--- src/rtl/proc_pkg.sv ---
// Shared constants for the bus-processor control path: opcodes, time-slot
// encoding and default bus widths.
package proc_pkg;

    localparam int DIN_W_DEFAULT = 16;
    localparam int IR_W_DEFAULT  = 9;

    localparam logic [2:0] OP_MV  = 3'b000;
    localparam logic [2:0] OP_MVI = 3'b001;
    localparam logic [2:0] OP_ADD = 3'b010;
    localparam logic [2:0] OP_SUB = 3'b011;

    typedef enum logic [1:0] {
        T0 = 2'd0,
        T1 = 2'd1,
        T2 = 2'd2,
        T3 = 2'd3
    } tstep_e;

endpackage

--- src/rtl/dec3to8.sv ---
// Register-index decoder: 3-bit index to one-hot select, index 0 maps to the
// MSB so that bit7 is R0 and bit0 is R7.
module dec3to8 (
    input  logic [2:0] idx,
    output logic [7:0] onehot
);

    assign onehot = 8'h80 >> idx;

endmodule

--- src/rtl/proc_control_unit.sv ---
// Instruction sequencer: captures {III,XXX,YYY} from DIN on Run and walks it
// through T0..T3, driving bus selects and register enables for each slot.
module proc_control_unit
    import proc_pkg::*;
#(
    parameter int DIN_W = DIN_W_DEFAULT,
    parameter int IR_W  = IR_W_DEFAULT
) (
    input  logic             Clock,
    input  logic             Reset,
    input  logic             Run,
    input  logic [DIN_W-1:0] DIN,
    output logic [7:0]       Rout,
    output logic [7:0]       Rin,
    output logic             Gout,
    output logic             DINout,
    output logic             Ain,
    output logic             Gin,
    output logic             AddSub,
    output logic             Done,
    output logic [1:0]       Tstep,
    output logic [IR_W-1:0]  IR
);

    tstep_e          tstep_q, tstep_d;
    logic [IR_W-1:0] ir_q, ir_d;
    logic [2:0]      op;
    logic [7:0]      x_oh, y_oh;
    logic            unused_din;

    // Low DIN bits carry immediate data for the datapath, not instruction bits.
    assign unused_din = ^DIN[DIN_W-IR_W-1:0];

    assign op    = ir_q[8:6];
    assign Tstep = tstep_q;
    assign IR    = ir_q;

    dec3to8 u_dec_x (.idx(ir_q[5:3]), .onehot(x_oh));
    dec3to8 u_dec_y (.idx(ir_q[2:0]), .onehot(y_oh));

    always_ff @(posedge Clock) begin
        if (Reset) begin
            tstep_q <= T0;
            ir_q    <= '0;
        end else begin
            tstep_q <= tstep_d;
            ir_q    <= ir_d;
        end
    end

    always_comb begin
        tstep_d = tstep_q;
        ir_d    = ir_q;
        case (tstep_q)
            T0: begin
                if (Run) begin
                    ir_d    = DIN[DIN_W-1 -: IR_W];
                    tstep_d = T1;
                end
            end
            T1:      tstep_d = (op == OP_ADD || op == OP_SUB) ? T2 : T0;
            T2:      tstep_d = T3;
            default: tstep_d = T0;
        endcase
    end

    // Outputs depend only on the registered slot and instruction, never on Run.
    always_comb begin
        Rout   = '0;
        Rin    = '0;
        Gout   = 1'b0;
        DINout = 1'b0;
        Ain    = 1'b0;
        Gin    = 1'b0;
        AddSub = 1'b0;
        Done   = 1'b0;
        case (tstep_q)
            T1: begin
                case (op)
                    OP_MV: begin
                        Rout = y_oh;
                        Rin  = x_oh;
                        Done = 1'b1;
                    end
                    OP_MVI: begin
                        DINout = 1'b1;
                        Rin    = x_oh;
                        Done   = 1'b1;
                    end
                    OP_ADD, OP_SUB: begin
                        Rout = x_oh;
                        Ain  = 1'b1;
                    end
                    default: Done = 1'b1;
                endcase
            end
            T2: begin
                Rout   = y_oh;
                Gin    = 1'b1;
                AddSub = op[0];
            end
            T3: begin
                Gout = 1'b1;
                Rin  = x_oh;
                Done = 1'b1;
            end
            default: ;
        endcase
    end

endmodule
--- config.mk ---
export PLATFORM = sky130hd
export DESIGN_NAME = proc_control_unit
export DESIGN_NICKNAME = d
export VERILOG_FILES = /design/src/rtl/proc_pkg.sv /design/src/rtl/dec3to8.sv /design/src/rtl/proc_control_unit.sv
export SDC_FILE = /design/constraint.sdc
export NUM_CORES = 1
export LEC_CHECK = 0
export ABC_AREA = 1
export BUFFER_PORTS_ARGS = -buffer_cell sky130_fd_sc_hd__buf_2
export CORE_ASPECT_RATIO = 1.2
export CORE_MARGIN = 1
export CORE_UTILIZATION = 44
export CTS_CLUSTER_DIAMETER = 120
export DETAILED_ROUTE_END_ITERATION = 10
export PLACE_DENSITY = 0.84
export SYNTH_ARGS = -nofsm -noshare
export SYNTH_HDL_FRONTEND = slang
export SYNTH_SLANG_ARGS = --single-unit
--- constraint.sdc ---
create_clock -name Clock -period 2.2 [get_ports Clock]
set_clock_uncertainty 0.1 [all_clocks]
set_input_delay 0.22 -clock Clock [delete_from_list [all_inputs] [get_ports Clock]]
set_output_delay 0.22 -clock Clock [all_outputs]
set_load 0.05 [all_outputs]
# Yosys cells after proc, flatten, opt, wreduce, memory -nomap -nowiden
# Cells that the tools add are included.
[classes]
eq_ne = 7
shifts = 2
muxes = 16
n_reduce_logical = 6
[ops]
columns = ["cell", "count"]
rows = [
  ["$pmux 8 s2", 3],
  ["$shr 8x3->8 const A", 2],
  ["$mux 1", 8],
  ["$mux 8", 1],
  ["$eq 3x2->1 const B", 2],
  ["$pmux 2 s3", 1],
  ["$eq 2x2->1 const B", 2],
  ["$mux 2", 2],
  ["$reduce_or 2->1", 2],
  ["$eq 3x1->1 const B", 1],
  ["$logic_not 3->1", 1],
  ["$eq 2x1->1 const B", 1],
  ["$logic_not 2->1", 1],
  ["$ne 2x2->1 const B", 1],
  ["$pmux 1 s2", 1],
  ["$reduce_and 2->1", 1],
  ["$logic_or 1x1->1", 1],
]
[word_totals]
ff_bits = 11
inputBits = 19
output_inout_bits = 33
elab_cells = 33

# Logic depth before layout (Yosys ltp)
# Gate-level depths: netlist (run 1).
[depth]
depth_word = 4
depth_mapped = 6
ltp_nobuf = 6

# By module
# A second synthesis (run 1) with hierarchy kept.
[unflattened]
hier_cells = 168
hier_area_um2 = 977.2
[modules_own_cells]
columns = ["mod", "n_inst", "cells_per_inst", "area_each_um2", "seq_area_each_um2"]
rows = [
  ["proc_control_unit", 1, 138, 864.6, 220.2],
  ["dec3to8", 2, 15, 56.3, 0.0],
]

# Worst setup path after synthesis (run 1)
# Ideal clock, no wire load.
[synth_timing]
path_kind = "register to output"
startpoint = "register tstep_q[1] (netlist: Tstep[1])"
endpoint = "output Rout[0]"
t_arrival_ns = 2.418
required_ns = 1.880
path_slack_ns = -0.538
stages_incl_launch_ff = 6
n_path_buf = 0
path_cell_list = "dfxtp_1 ha_1 inv_1 nand2_1 nand2_1 a21oi_1"
[synth_between]
elab_chain_cells = 2
word_cells_on_any_way = 3
classes_between = "eq/ne (2); mux (1)"
[synth_lines]
columns = ["element", "line_no", "text"]
rows = [
  ["start: declaration", "proc_control_unit.sv:25", "tstep_e tstep_q, tstep_d;"],
  ["start signal: assignment", "proc_control_unit.sv:46", "tstep_q <= tstep_d;"],
  ["$eq 2x2->1 / $eq 2x1->1 (equally long branches)", "proc_control_unit.sv:77", "case (tstep_q)"],
  ["$pmux 8 s2 *", "proc_control_unit.sv:77", ""],
  ["end: declaration", "proc_control_unit.sv:13", "output logic [7:0] Rout,"],
]
# Every way passes the cells marked *; elsewhere a longest branch is shown, timed or not.

# Worst setup path after layout (run 1)
# Same ends and word-level chain as after synthesis.

==> Flow_metrics.wiki, run 1 <==
{| class="wikitable"
! Metric !! Value
|-
| Status || finished, final reports clean
|-
| Depth of the CTS H-tree || 1
|-
| Net count of the finished layout || 206
|-
| Switching portion of total power || 48.39%
|-
| Fmax || 474.6 MHz
|-
| Kind of path behind the tightest hold check || input port to flop
|-
| Die footprint || 1989 um^2
|-
| Weighted congestion reported at the end of routability-driven placement || 0.7503
|-
| Starting density of the core || 48.04%
|-
| CP Data Required Time || 1.88 ns
|-
| Internal Power || 385.9 uW
|-
| Classification of the worst setup path || flop to output port
|-
| Part of the power in the clock network || 19.2%
|-
| # hold bufs at CTS || 0
|-
| Synthesized net count || 155
|-
| Worst vdd ir || 0.3954 mV
|-
| Switching power || 361.8 uW
|-
| Clk buf depth || 2
|-
| Post-route total power || 747.8 uW
|-
| Fin. max-slew vios || 0
|-
| Total congestion overflow after global routing || 0
|-
| Setup violation total in the final timing report || 0
|-
| Area of the core || 1662 um^2
|-
| Total number of vias || 1019
|-
| Dpl cell area || 1151 um^2
|-
| Worst-margin pin slew || 0.4644 ns
|-
| GRT Total Usage || 25.22%
|-
| Area of the multi-input gates || 591.8 um^2
|-
| DRC viols || 0
|-
| Average footprint of a synthesized cell || 6.094 um^2
|-
| Final hold violation count || 0
|-
| Synth Register Bits || 11
|-
| Leakage power total || 0.5707 nW
|-
| Wire length of the first global-routing pass || 3.581 mm
|-
| Setup tns final || 0 ns
|-
| CP max FO || 6
|-
| Setup repair after global routing missed its margin || no
|-
| Clock slew at the register clock pins of the worst setup and hold paths || 0.07 ns
|-
| Count of unique library cells instantiated by Yosys || 18
|-
| Area of the mapped netlist || 798.3 um^2
|-
| Relative slew slack || 68.97%
|-
| Number of global-route vias before repair || 852
|-
| Number of core rows || 16
|-
| CTS tree || built
|-
| Maximum number of pins on one net before global-route repair || 18
|-
| Average via count per standard cell || 5.121
|-
| Count of routing violations after the opening detailed-route iteration || 12
|-
| Post-detailed-routing wire length || 2.249 mm
|-
| Placed instance count || 192
|-
| Sequential Power Share || 34.2%
|-
| Die Y || 48.66 um
|-
| Length of the first detailed-routing pass in iterations || 4
|-
| Detailed-placement wirelength estimate || 1.720 mm
|-
| Post-synthesis cell count || 131
|-
| Number of buffers created by CTS || 3
|-
| CP Capture Type || output port
|-
| Antenna violations before repair || 0
|-
| Count of pins on the block boundary || 52
|-
| Tcrit/Tclk final || 95.78%
|-
| Port Buf Inserts || 44
|-
| Cell area after layout || 1226 um^2
|-
| Layout overhead on the synthesized area || 53.61%
|-
| Combinational group share of total power || 46.6%
|-
| Ratio of cells with drive above 1 in the final layout || 42.54%
|-
| Startpoint types || flop
|-
| Time the final worst path needs with I/O delays and setup || 2.107 ns
|-
| Root Buffer Master || sky130_fd_sc_hd__clkbuf_4
|-
| Power density over the cells || 609.8 nW/um^2
|-
| Filler cell count || 149
|-
| Sequential standard cell area || 222.7 um^2
|-
| Final Instance Count excl. Fillers || 199
|-
| Routed WL per cell || 11.30 um
|-
| Overall die width || 40.88 um
|-
| Final ANT Viol Nets || 0
|-
| Number of antenna repair diodes || 0
|-
| Max-cap viol count || 0
|-
| Clock Latency Late Sink || 0.28 ns
|-
| Number of sinks handled by clock tree synthesis || 11
|-
| Data arrival at the endpoint of the critical path || 1.79 ns
|-
| YS warnings || 0
|-
| Sequential share of the synthesized area || 27.59%
|}
==> state kept, by name (all words and copies together) (netlist names) <==
| register | count |
|---|---|
| Tstep | 2 |
| IR | 9 |
==> metal layers <==
metal  global-route usage [%]  share of wire, %  vias to the layer above
met3                    4.587               4.8                        3
met1                    31.10                43                      457
met5                        0                 0                        -
met2                    40.63                51                       37
li1                         -                 -                      522
met4                    10.00               1.1                        0
==> cells by family (layout without fill, tap and decap cells) <==
kind of cell | after synthesis | in the layout | synth area share (%)
AO/OA/AOI/OAI | 31 | 31 | 21.00
adder cells (fa/ha/maj) | 5 | 5 | 7.837
AND/OR/NAND/NOR | 58 | 58 | 31.19
flip-flops | 11 | 11 | 27.59
buffers and inverters | 26 | 76 | 12.38
==> cell type report <==
cell class | count | area share, %
multi-input cells | 94 | 48.27
repair buffers | 48 | 21.84
flip-flops and latches | 11 | 18.16
inverters | 24 | 7.755
clock buffers | 4 | 2.143
well taps | 18 | 1.837
==> cell usage after synthesis <==
cell / number / area share, %
sky130_fd_sc_hd__a211oi_1: 1 / 0.94
sky130_fd_sc_hd__a21o_1: 1 / 0.94
sky130_fd_sc_hd__a21oi_1: 18 / 11
sky130_fd_sc_hd__a31oi_2: 1 / 1.6
sky130_fd_sc_hd__and3_1: 1 / 0.78
sky130_fd_sc_hd__buf_1: 1 / 0.47
sky130_fd_sc_hd__buf_2: 1 / 0.63
sky130_fd_sc_hd__clkinv_1: 1 / 0.47
sky130_fd_sc_hd__dfxtp_1: 11 / 28
sky130_fd_sc_hd__ha_1: 5 / 7.8
sky130_fd_sc_hd__inv_1: 23 / 11
sky130_fd_sc_hd__nand2_1: 22 / 10
sky130_fd_sc_hd__nand3_1: 6 / 3.8
sky130_fd_sc_hd__nor2_1: 17 / 8.0
sky130_fd_sc_hd__nor3_1: 10 / 6.3
sky130_fd_sc_hd__nor3_2: 1 / 1.3
sky130_fd_sc_hd__o21ai_0: 10 / 6.3
sky130_fd_sc_hd__or2_0: 1 / 0.78
==> power groups by stage <==
stage,Clock [mW],Combinational (mW),Sequential [mW]
2_1_floorplan,0,0.184,0.329
3_3_place_gp,0,0.319,0.258
3_5_place_dp,0,0.327,0.259
4_1_cts,0.142,0.327,0.255
5_1_grt,0.155,0.375,0.261
6_report,0.144,0.348,0.256
==> worst max-delay path: stages, from the launching register on <==
cell and delay (ns):
sky130_fd_sc_hd__dfxtp_2 0.36, sky130_fd_sc_hd__inv_1 0.10, sky130_fd_sc_hd__ha_2 0.23, sky130_fd_sc_hd__nand3_1 0.14
sky130_fd_sc_hd__or2_0 0.27, sky130_fd_sc_hd__a21oi_4 0.16, sky130_fd_sc_hd__clkbuf_4 0.24
==> per-stage QoR <==
step / utilization [%] / setup slack (ns) / hold slack (ns)
finish: 73.80 / 0.09278 / 0.09672
global route: 73.80 / 0.006866 / 0.1227
CTS: 70.86 / 0.01697 / 0.1023
detailed placement: 69.28 / 0.3205 / 0.3845
global placement: 69.28 / 0.3719 / 0.3741
floorplan: - / 0.1846 / 0.2800
==> final timing paths <==
check | to | startpoint | slack [ns] | cells after the start
setup / recovery | Rout[0] | Tstep[1] | 0.09 | 6
hold / removal | IR[6] | DIN[13] | 0.1 | 3
setup reg to reg | IR[7] | Tstep[0] | 0.64 | 5
hold reg to reg | Tstep[0] | Tstep[0] | 0.44 | 2
==> cells in the final DEF, fill, tap and decap left out, drive strengths merged, types with 5 or more instances in the layout <==
cell type	count
o21ai	10
nand3	6
nor2	17
dfxtp	11
buf	41
inv	22
nand2	22
clkbuf	11
ha	5
a21oi	18
nor3	11
==> timing repair <==
item | in CTS | in global routing
setup buffers | 0 | 3
gates resized for setup | 0 | 10
setup endpoints to repair | 0 | 8
Power figures use the tool's default switching activity.
==> inputs of run 2 (changes only) <==
- CORE_UTILIZATION: 44 -> 40
- PLACE_DENSITY: 0.84 -> 0.78
==> Flow_metrics.wiki, run 2 (same netlist as run 1, synthesis figures left out) <==
{| class="wikitable"
! Metric !! Value
|-
| Status || finished, final reports clean
|-
| Wire length of the first global-routing pass || 3.588 mm (+0.20%)
|-
| Most common cell after layout, fill and taps aside || sky130_fd_sc_hd__buf_2
|-
| Data arrival at the endpoint of the critical path || 1.78 ns (about the same)
|-
| Tcrit/Tclk final || 95.25% (-0.53 points)
|-
| Post-detailed-routing wire length || 2.146 mm (-4.6%)
|-
| GRT Total Usage || 20.79% (-4.4 points)
|-
| Length of the first detailed-routing pass in iterations || 6 (+2)
|-
| Total congestion overflow after global routing || 0 (unchanged)
|-
| Number of sinks handled by clock tree synthesis || 11 (unchanged)
|-
| Net count of the finished layout || 204 (-0.97%)
|-
| CTS tree || built
|-
| Clock Latency Late Sink || 0.27 ns (about the same)
|-
| CP Data Required Time || 1.88 ns (about the same)
|-
| CP Capture Type || output port
|-
| Setup violation total in the final timing report || 0 (unchanged)
|-
| Relative slew slack || 67.72% (-1.2 points)
|-
| CP max FO || 6 (unchanged)
|-
| Cell area after layout || 1225 um^2 (-0.10%)
|-
| Number of core rows || 17 (+1)
|-
| Clk buf depth || 2 (unchanged)
|-
| Final hold violation count || 0 (unchanged)
|-
| Classification of the worst setup path || flop to output port
|-
| Max-cap viol count || 0 (unchanged)
|-
| Most used cells in the layout excluding fill and tap cells || sky130_fd_sc_hd__buf_2 (37), sky130_fd_sc_hd__inv_1 (22), sky130_fd_sc_hd__nand2_1 (21)
|-
| Detailed-placement wirelength estimate || 1.664 mm (-3.3%)
|-
| Antenna violations before repair || 0 (unchanged)
|-
| Worst setup slack for register-to-register paths || 0.62 ns (-0.02 ns)
|-
| Startpoint of the tightest hold check path || DIN[13]
|-
| Final ANT Viol Nets || 0 (unchanged)
|-
| Worst-case setup slack after placement || 0.3478 ns (+0.02736 ns)
|-
| Time the final worst path needs with I/O delays and setup || 2.095 ns (-0.01175 ns)
|-
| Die footprint || 2179 um^2 (+9.5%)
|-
| Routed WL per cell || 10.84 um (-4.1%)
|-
| Fmax || 477.2 MHz (+0.56%)
|-
| Area of the core || 1851 um^2 (+11%)
|-
| Number of global-route vias before repair || 840 (-1.4%)
|-
| Average via count per standard cell || 4.970 (-2.9%)
|-
| Launch point of the worst reg-to-reg path || Tstep[1]
|-
| Hold EP || IR[6]
|-
| Clock slew at the register clock pins of the worst setup and hold paths || 0.07 ns (about the same)
|-
| # hold bufs at CTS || 0 (unchanged)
|-
| Fin. max-slew vios || 0 (unchanged)
|-
| Port Buf Inserts || 44 (unchanged)
|-
| Kind of path behind the tightest hold check || input port to flop
|-
| Path depth of the worst reg2reg path || 5 (unchanged)
|-
| Die Y || 50.94 um (+4.7%)
|-
| Starting density of the core || 43.14% (-4.9 points)
|-
| Total number of vias || 984 (-3.4%)
|-
| Reg-to-reg critical path endpoint || IR[4]
|-
| DRC viols || 0 (unchanged)
|-
| Ratio of cells with drive above 1 in the final layout || 41.90% (-0.64 points)
|-
| Weighted congestion reported at the end of routability-driven placement || 0.8610 (+15%)
|-
| Number of flip-flops in the largest register || 9 (unchanged)
|-
| Startpoint types || flop
|-
| Root Buffer Master || sky130_fd_sc_hd__clkbuf_4
|-
| Post-route total power || 739.3 uW (-1.1%)
|-
| Count of routing violations after the opening detailed-route iteration || 14 (+2)
|-
| Layout overhead on the synthesized area || 53.45%
|-
| Maximum number of pins on one net before global-route repair || 18 (unchanged)
|-
| Depth of the CTS H-tree || 1 (unchanged)
|-
| Share of the core filled with cells in the final layout || 66.19% (-7.6 points)
|-
| Leakage power total || 0.5694 nW (-0.22%)
|-
| Dpl cell area || 1152 um^2 (+0.11%)
|-
| Power density over the cells || 603.6 nW/um^2 (-1.0%)
|-
| Count of pins on the block boundary || 52 (unchanged)
|-
| Worst-margin pin slew || 0.4830 ns (+0.01866 ns)
|-
| Overall die width || 42.78 um (+4.6%)
|-
| Number of antenna repair diodes || 0 (unchanged)
|-
| Worst vdd ir || 0.4638 mV (+17%)
|-
| Cell count of the worst hold path || 3 (unchanged)
|-
| Worst Setup Slack, final || 0.1045 ns (+0.01175 ns)
|-
| Number of buffers created by CTS || 3 (unchanged)
|}
[run 2: how the worst max path moves through the flow]
stage	from	end	slack, ns	depth (start not counted)
finish	Tstep[1]	Rout[0]	0.10	6
CTS	Tstep[1]	Rout[0]	0.04	6
global placement	Tstep[1]	Rout[0]	0.36	6
detailed placement	Tstep[1]	Rout[0]	0.35	6
global route	Tstep[1]	Rout[0]	-0.01	6
floorplan	Tstep[1]	Rout[2]	0.18	5
[run 2: stage by stage]
step           instances  TNS (ns)  hold WS, ns
6_report             198         0       0.1118
2_1_floorplan        131         0       0.2800
3_3_place_gp         193         0       0.3766
3_5_place_dp         193         0       0.3873
4_1_cts              197         0       0.1183
5_1_grt              198  -0.01712       0.1599
[run 2: area by class of cell]
cell class | instances | area [um^2]
clock buffers | 4 | 26.28
flip-flops and latches | 11 | 222.7
multi-input cells | 94 | 591.8
inverters | 24 | 95.09
repair buffers | 46 | 265.3
fillers | 185 | 625.6
well taps | 19 | 23.77
[run 2: critical path: stages (launching register included)]
cell	delay [ns]
sky130_fd_sc_hd__dfxtp_2	0.36
sky130_fd_sc_hd__inv_1	0.12
sky130_fd_sc_hd__ha_2	0.23
sky130_fd_sc_hd__nand3_1	0.15
sky130_fd_sc_hd__or2_0	0.28
sky130_fd_sc_hd__a21oi_4	0.15
sky130_fd_sc_hd__buf_4	0.20
[run 2: where the power goes]
part	internal [mW]	switching, mW
logic	0.0943	0.253
clock network	0.0701	0.0672
registers	0.222	0.0333
[run 2: repair_timing]
item	4_1_cts	5_1_grt
resized for setup	0	14
setup buffers	0	1
endpoints found under the setup margin	0	8
[run 2: metal layers]
metal	GRT usage, %	vias up	wire length, um
li1	-	520	-
met1	28.91	421	953
met2	34.34	37	1048
met3	2.120	6	121
met4	4.688	0	22
met5	0	-	0
